==> config.mk <==
export PLATFORM = sky130hd
export DESIGN_NAME = trigger_tx_flat
export DESIGN_NICKNAME = d
export VERILOG_FILES = /design/src/rtl/trigger_tx_if.sv /design/src/rtl/trigger_tx.sv /design/src/flat_wrapper.sv
export SDC_FILE = /design/constraint.sdc
export NUM_CORES = 1
export LEC_CHECK = 0
export CORE_MARGIN = 2
export CORE_UTILIZATION = 60
export CTS_BUF_LIST = sky130_fd_sc_hd__clkbuf_2 sky130_fd_sc_hd__clkbuf_4 sky130_fd_sc_hd__clkbuf_8
export DETAILED_ROUTE_END_ITERATION = 10
export DONT_BUFFER_PORTS = 1
export HOLD_SLACK_MARGIN = 0.02
export PLACE_DENSITY = 0.78
export SETUP_SLACK_MARGIN = 0.4
export SYNTH_ARGS = -nofsm -noshare
export SYNTH_HDL_FRONTEND = slang
export SYNTH_SLANG_ARGS = --single-unit
==> constraint.sdc <==
create_clock -name clk -period 7.36 [get_ports clk]
set_input_delay 1.104 -clock clk [delete_from_list [all_inputs] [get_ports clk]]
set_output_delay 1.104 -clock clk [all_outputs]
set_load 0.005 [all_outputs]
==> src/rtl/trigger_tx_if.sv <==
// Trigger TX request/status and DI2C bus bundle.
// master: requester side; slave: trigger_tx side.
interface trigger_tx_if;
  logic        trig_req;
  logic [7:0]  sub_system_id;
  logic [7:0]  trigger_type;
  logic        serial_clear;
  logic        busy_in;
  logic        scl;
  logic        sda;
  logic        tx_active;
  logic        trig_done;
  logic        trig_rejected;
  logic [31:0] trigger_serial;

  modport master (
    output trig_req, sub_system_id,
    output trigger_type, serial_clear,
    output busy_in,
    input  scl, sda, tx_active,
    input  trig_done, trig_rejected,
    input  trigger_serial
  );

  modport slave (
    input  trig_req, sub_system_id,
    input  trigger_type, serial_clear,
    input  busy_in,
    output scl, sda, tx_active,
    output trig_done, trig_rejected,
    output trigger_serial
  );
endinterface

==> src/rtl/trigger_tx.sv <==
// DI2C trigger package transmitter: 6 payload bytes + KERMIT CRC.
// Ports: clk, reset (sync, high), bus (trigger_tx_if.slave).
// Option: TRIGGER_TX_BUSY_CHECK_EN rejects requests while busy.
module trigger_tx #(
  parameter int CLK_DIV = 10
) (
  input  logic clk,
  input  logic reset,
  trigger_tx_if.slave bus
);

  typedef enum logic [2:0] {
    IDLE, CALC, START, BIT_LOW,
    BIT_HIGH, STOP_LOW, STOP_HIGH, GAP
  } state_t;

  localparam logic [9:0] LP_LAST = 10'(CLK_DIV - 1);

  state_t      r_state;
  state_t      w_state_nxt;
  logic [9:0]  r_tmr;
  logic [3:0]  r_bit_cnt;
  logic [2:0]  r_byte_cnt;
  logic [63:0] r_frame;
  logic [15:0] r_crc;
  logic [31:0] r_serial;
  logic        r_done;
  logic        r_rej;
  logic [1:0]  r_busy_sync;

  logic        w_busy_blk;
  logic        w_accept;
  logic        w_tmr_last;
  logic        w_calc_last;
  logic        w_frame_last;
  logic        w_bit;
  logic        w_scl;
  logic        w_sda;
  logic [31:0] w_ser_eff;
  logic [5:0]  w_crc_idx;
  logic        w_crc_fb;
  logic [15:0] w_crc_nxt;

  always_ff @(posedge clk) begin
    if (reset) r_busy_sync <= 2'b00;
    else       r_busy_sync <= {r_busy_sync[0], bus.busy_in};
  end

`ifdef TRIGGER_TX_BUSY_CHECK_EN
  assign w_busy_blk = r_busy_sync[1];
`else
  logic w_unused_busy;
  assign w_unused_busy = ^r_busy_sync;
  assign w_busy_blk    = 1'b0;
`endif

  assign w_accept = (r_state == IDLE) &&
                    bus.trig_req && !w_busy_blk;
  // A coinciding clear wins: the package carries 0.
  assign w_ser_eff = bus.serial_clear ? 32'h0 : r_serial;

  assign w_tmr_last   = (r_tmr == LP_LAST);
  assign w_calc_last  = (r_tmr == 10'd47);
  assign w_frame_last = (r_bit_cnt == 4'd8) &&
                        (r_byte_cnt == 3'd7);
  // Ninth slot of every byte is a released (high) line.
  assign w_bit = (r_bit_cnt == 4'd8) ? 1'b1 : r_frame[63];

  // Payload bits LSB-first within each byte, bytes in order.
  assign w_crc_idx = 6'(7'd56
                   - {1'b0, r_tmr[5:3], 3'b000}
                   + {4'b0000, r_tmr[2:0]});
  assign w_crc_fb  = r_crc[0] ^ r_frame[w_crc_idx];
  assign w_crc_nxt = {1'b0, r_crc[15:1]} ^
                     (w_crc_fb ? 16'h8408 : 16'h0000);

  always_comb begin
    w_state_nxt = r_state;
    w_scl       = 1'b1;
    w_sda       = 1'b1;
    unique case (r_state)
      IDLE: begin
        if (w_accept) w_state_nxt = CALC;
      end
      CALC: begin
        if (w_calc_last) w_state_nxt = START;
      end
      START: begin
        w_sda = 1'b0;
        if (w_tmr_last) w_state_nxt = BIT_LOW;
      end
      BIT_LOW: begin
        w_scl = 1'b0;
        w_sda = w_bit;
        if (w_tmr_last) w_state_nxt = BIT_HIGH;
      end
      BIT_HIGH: begin
        w_sda = w_bit;
        if (w_tmr_last)
          w_state_nxt = w_frame_last ? STOP_LOW : BIT_LOW;
      end
      STOP_LOW: begin
        w_scl = 1'b0;
        w_sda = 1'b0;
        if (w_tmr_last) w_state_nxt = STOP_HIGH;
      end
      STOP_HIGH: begin
        w_sda = 1'b0;
        if (w_tmr_last) w_state_nxt = GAP;
      end
      GAP: begin
        if (w_tmr_last) w_state_nxt = IDLE;
      end
    endcase
  end

  always_ff @(posedge clk) begin
    if (reset) begin
      r_state    <= IDLE;
      r_tmr      <= '0;
      r_bit_cnt  <= '0;
      r_byte_cnt <= '0;
      r_frame    <= '0;
      r_crc      <= '0;
      r_serial   <= '0;
      r_done     <= 1'b0;
      r_rej      <= 1'b0;
    end else begin
      r_state <= w_state_nxt;
      r_tmr   <= (w_state_nxt != r_state) ? 10'd0
                                          : r_tmr + 10'd1;
      r_done  <= 1'b0;
      r_rej   <= bus.trig_req && !w_accept;
      if (r_state == IDLE) begin
        if (bus.serial_clear) r_serial <= '0;
        if (w_accept) begin
          r_frame <= {bus.sub_system_id,
                      bus.trigger_type,
                      w_ser_eff, 16'h0000};
          r_crc      <= '0;
          r_bit_cnt  <= '0;
          r_byte_cnt <= '0;
        end
      end
      if (r_state == CALC) begin
        r_crc <= w_crc_nxt;
        if (w_calc_last) r_frame[15:0] <= w_crc_nxt;
      end
      if (r_state == BIT_HIGH && w_tmr_last) begin
        if (r_bit_cnt == 4'd8) begin
          r_bit_cnt  <= '0;
          r_byte_cnt <= r_byte_cnt + 3'd1;
        end else begin
          r_bit_cnt <= r_bit_cnt + 4'd1;
          r_frame   <= {r_frame[62:0], 1'b0};
        end
      end
      if (r_state == GAP && w_tmr_last) begin
        r_done   <= 1'b1;
        r_serial <= r_serial + 32'd1;
      end
    end
  end

  assign bus.scl            = w_scl;
  assign bus.sda            = w_sda;
  assign bus.tx_active      = (r_state != IDLE);
  assign bus.trig_done      = r_done;
  assign bus.trig_rejected  = r_rej;
  assign bus.trigger_serial = r_serial;

endmodule

==> src/flat_wrapper.sv <==
// flat-port wrapper written by rule: the top's interface ports become plain ports
module trigger_tx_flat 
#(
  parameter int CLK_DIV = 10
)
  (clk, reset, bus_trig_req, bus_sub_system_id, bus_trigger_type, bus_serial_clear, bus_busy_in, bus_scl, bus_sda, bus_tx_active, bus_trig_done, bus_trig_rejected, bus_trigger_serial);
  trigger_tx_if bus_i ();
  input  logic clk;
  input  logic reset;
  input wire logic [$bits(bus_i.trig_req)-1:0] bus_trig_req;
  input wire logic [$bits(bus_i.sub_system_id)-1:0] bus_sub_system_id;
  input wire logic [$bits(bus_i.trigger_type)-1:0] bus_trigger_type;
  input wire logic [$bits(bus_i.serial_clear)-1:0] bus_serial_clear;
  input wire logic [$bits(bus_i.busy_in)-1:0] bus_busy_in;
  output wire logic [$bits(bus_i.scl)-1:0] bus_scl;
  output wire logic [$bits(bus_i.sda)-1:0] bus_sda;
  output wire logic [$bits(bus_i.tx_active)-1:0] bus_tx_active;
  output wire logic [$bits(bus_i.trig_done)-1:0] bus_trig_done;
  output wire logic [$bits(bus_i.trig_rejected)-1:0] bus_trig_rejected;
  output wire logic [$bits(bus_i.trigger_serial)-1:0] bus_trigger_serial;
  assign bus_i.trig_req = bus_trig_req;
  assign bus_i.sub_system_id = bus_sub_system_id;
  assign bus_i.trigger_type = bus_trigger_type;
  assign bus_i.serial_clear = bus_serial_clear;
  assign bus_i.busy_in = bus_busy_in;
  assign bus_scl = bus_i.scl;
  assign bus_sda = bus_i.sda;
  assign bus_tx_active = bus_i.tx_active;
  assign bus_trig_done = bus_i.trig_done;
  assign bus_trig_rejected = bus_i.trig_rejected;
  assign bus_trigger_serial = bus_i.trigger_serial;
  trigger_tx #(.CLK_DIV(CLK_DIV)) u_core (.clk(clk), .reset(reset), .bus(bus_i));
endmodule
==> metrics <==
via count just under 6,000; vias per inst about 6.5; CP startpoint kind register; # port buffers 0; H-tree depth 4; final WL 16,200 microns; post-synth top area share 0.386; Post-CTS Setup Repair Bufs 0; cts bufs inserted 17; DIE AREA about 12,000 sq um; Final Hold Violating Endpoints 0; Max-Cap Viols 0; global-route wire length before repair 27,000 microns; num ports 58; clk buf depth 2; global route overflow 0; Post-Synthesis Net Count 834; Power per Cell Area 196 nW/um^2; crit share post-route 0.454; number of diodes 0; Post-Layout Inst Area 7240 sq um; Area growth syn-to-layout 3.99%; Max Slew Vio Count 0; sum of negative setup slack 0 ns; status completed; number of global-route vias before repair between 5,000 and 6,000; Area contributors post-synth dfxtp_1 (39%), nor2_1 (7.2%), a211oi_1 (5.6%), mux4_2 (5.2%), nor3_1 (4.1%); Core Area 11,400 sq um; critical setup path kind register to register; FF+latch count, synth about 130; min-delay worst type register to register; critical-path cell list inv_1 > ha_1 > or4bb_1 > nor3_4 > nand3_2 > nor2_4 > a211oi_1 > nor3_1; Worst Tran Pin Value 1.26 ns; Fmax achieved 299 MHz; worst rel slew slack 0.156; Worst Skew 0.0113 ns; Peak VDD IR 0.000154 V; placer congestion estimate 0.851; Clock Latency Late Sink 0.46 ns; GRT Util Overall 0.264; Die Span X approximately 110 microns; static leakage approximately 2.6 nW; slowest CP cell nor2_4; multi-input logic area 3900 sq um; total power 1.42 mW; share of layout cells above drive strength 1 0.113; top_reg_cell synth dfxtp_1; DRC violations left 0; Tmin final 3.34 ns; Post-DP Area 6830 sq um; placed wire-length estimate 10,100 microns; YS warnings 0; largest net degree at the start of global routing between 100 and 150; Synth cell types 64; Syn Inst Count 806; Rows 39; Setup Viol. Count Final 0; EDFF count, synth 0; initial core utilization 0.612; Die H 112 microns; Post-Syn Area 6960 sq um; setup slack, reg-to-reg 4.02 ns; DR pass1 iterations 5; RSZ-0062 raised after global routing no; CP Buf/Inv Count 1; clock root buffer clkbuf_8; initial DRC count about 690; register area share after synthesis 0.386; Detail Route Antenna Nets 0; clk slew on worst S/H paths 0.07 ns; Arr. time, crit path roughly 3.7 ns; required time of the critical path 7.73 ns; Routed wire per std cell 17.7 microns; delay-heaviest family, CP simple AND/OR/NAND/NOR gates; CP peak stage delay 0.86 ns; Fill cells roughly 930; Synth async-reset ratio 0; CTS tree done; synth cell count leaders dfxtp_1 (134), nor2_1 (133), nand2_1 (66); antenna violations before repair 0; count leader, synth dfxtp_1; Gates resized, CTS repair 0; Clock Sinks 134; cell taking the most area after synthesis dfxtp_1; register area approximately 2700 sq um; Avg Synthesized Cell Area 8.63 sq um; CTS Hold Bufs 0; CP max FO 44; Final nets 790; Worst setup EP type register
worst min-delay path: cells and delay by family, from the launching register on:
family	cells	cell delay, ns
DFF	1	0.33
AOI/OAI and AO/OA	1	0.05
and+or+nand+nor	1	0.06
power by group:
group          leakage [nW]  internal [mW]  switching (mW)
clock network         0.212          0.347           0.268
registers              1.08          0.732         0.00896
logic                  1.31         0.0241          0.0405
metrics by stage:
step                      instances  hold WS (ns)   util  worst slack, ns
after floorplan                 806         0.449      -             4.76
after global placement          886         0.453  0.601             4.15
after detailed placement        886         0.472  0.601             4.10
after CTS                       916         0.481  0.636             4.05
after global routing            916         0.517  0.636             3.75
final                           916         0.486  0.636             4.02
worst paths after layout:
path / from / end / depth (start not counted)
hold reg to reg: u_core.r_bit_cnt[3]$_SDFFE_PP0P_ / u_core.r_bit_cnt[3]$_SDFFE_PP0P_ / 2
setup reg to reg: u_core.r_tmr[1]$_SDFF_PP0_ / u_core.r_frame[45]$_SDFF_PP0_ / 8
hold / removal: u_core.r_bit_cnt[3]$_SDFFE_PP0P_ / u_core.r_bit_cnt[3]$_SDFFE_PP0P_ / 2
setup / recovery: u_core.r_tmr[1]$_SDFF_PP0_ / u_core.r_frame[45]$_SDFF_PP0_ / 8
flip-flops by register name, summed over array words and instances, names as in the netlist:
signal,count
u_core.r_tmr,10
u_core.bus.trig_done,1
u_core.r_byte_cnt,3
u_core.r_frame,64
u_core.bus.trigger_serial,32
u_core.bus.trig_rejected,1
u_core.r_bit_cnt,4
u_core.r_state,3
u_core.r_crc,16
cell families (layout without fill, tap and decap cells):
kind of cell               count (synthesis)  after routing  synth area share
and+or+nand+nor                          355            355             0.256
AOI/OAI and AO/OA                        175            175             0.184
DFF                                      134            134             0.386
buffers and inverters                     80             47            0.0554
muxes                                     41             41            0.0890
xor gates and xnor gates                  14             14            0.0176
adders and majority gates                  7              7            0.0126
layout make-up:
type	instances	area share
repair buffers	3	0.00311
clock inverters	2	0.00484
multi-input cells	592	0.539
well taps	143	0.0247
clock buffers	28	0.0507
flip-flops and latches	134	0.371
inverters	14	0.00726
cells in the final DEF (no fill, tap or decap), types with 4 or more instances in the layout:
| cell type | netlist | final |
|---|---|---|
| nor2_1 | 133 | 133 |
| nor3b_1 | 27 | 27 |
| a211oi_1 | 52 | 52 |
| xnor2_1 | 9 | 9 |
| xor2_1 | 5 | 5 |
| a211oi_2 | 10 | 10 |
| nand3_1 | 18 | 18 |
| a31oi_1 | 6 | 6 |
| mux2i_1 | 18 | 18 |
| a22oi_1 | 16 | 16 |
| nand4_1 | 6 | 6 |
| and3_1 | 10 | 10 |
| inv_1 | 14 | 14 |
| or3_1 | 4 | 4 |
| ha_1 | 7 | 7 |
| a311oi_1 | 18 | 18 |
| nor3_1 | 57 | 57 |
| a21oi_1 | 34 | 34 |
| dfxtp_1 | 134 | 134 |
| o21ai_0 | 15 | 15 |
| mux2_2 | 7 | 7 |
| nand3b_1 | 4 | 4 |
| o211ai_1 | 5 | 5 |
| clkbuf_8 | 0 | 25 |
| nand2_1 | 66 | 65 |
| mux4_2 | 16 | 16 |
layer usage:
layer | part of all wire | up-vias | wire, microns | global-route usage
li1 | - | 2844 | - | -
met1 | 0.45 | 2876 | 7270 | 0.361
met2 | 0.47 | 209 | 7710 | 0.404
met3 | 0.051 | 37 | 831 | 0.0593
met4 | 0.026 | 0 | 417 | 0.114
met5 | 0 | - | 0 | 0
Power figures use the tool's default switching activity.
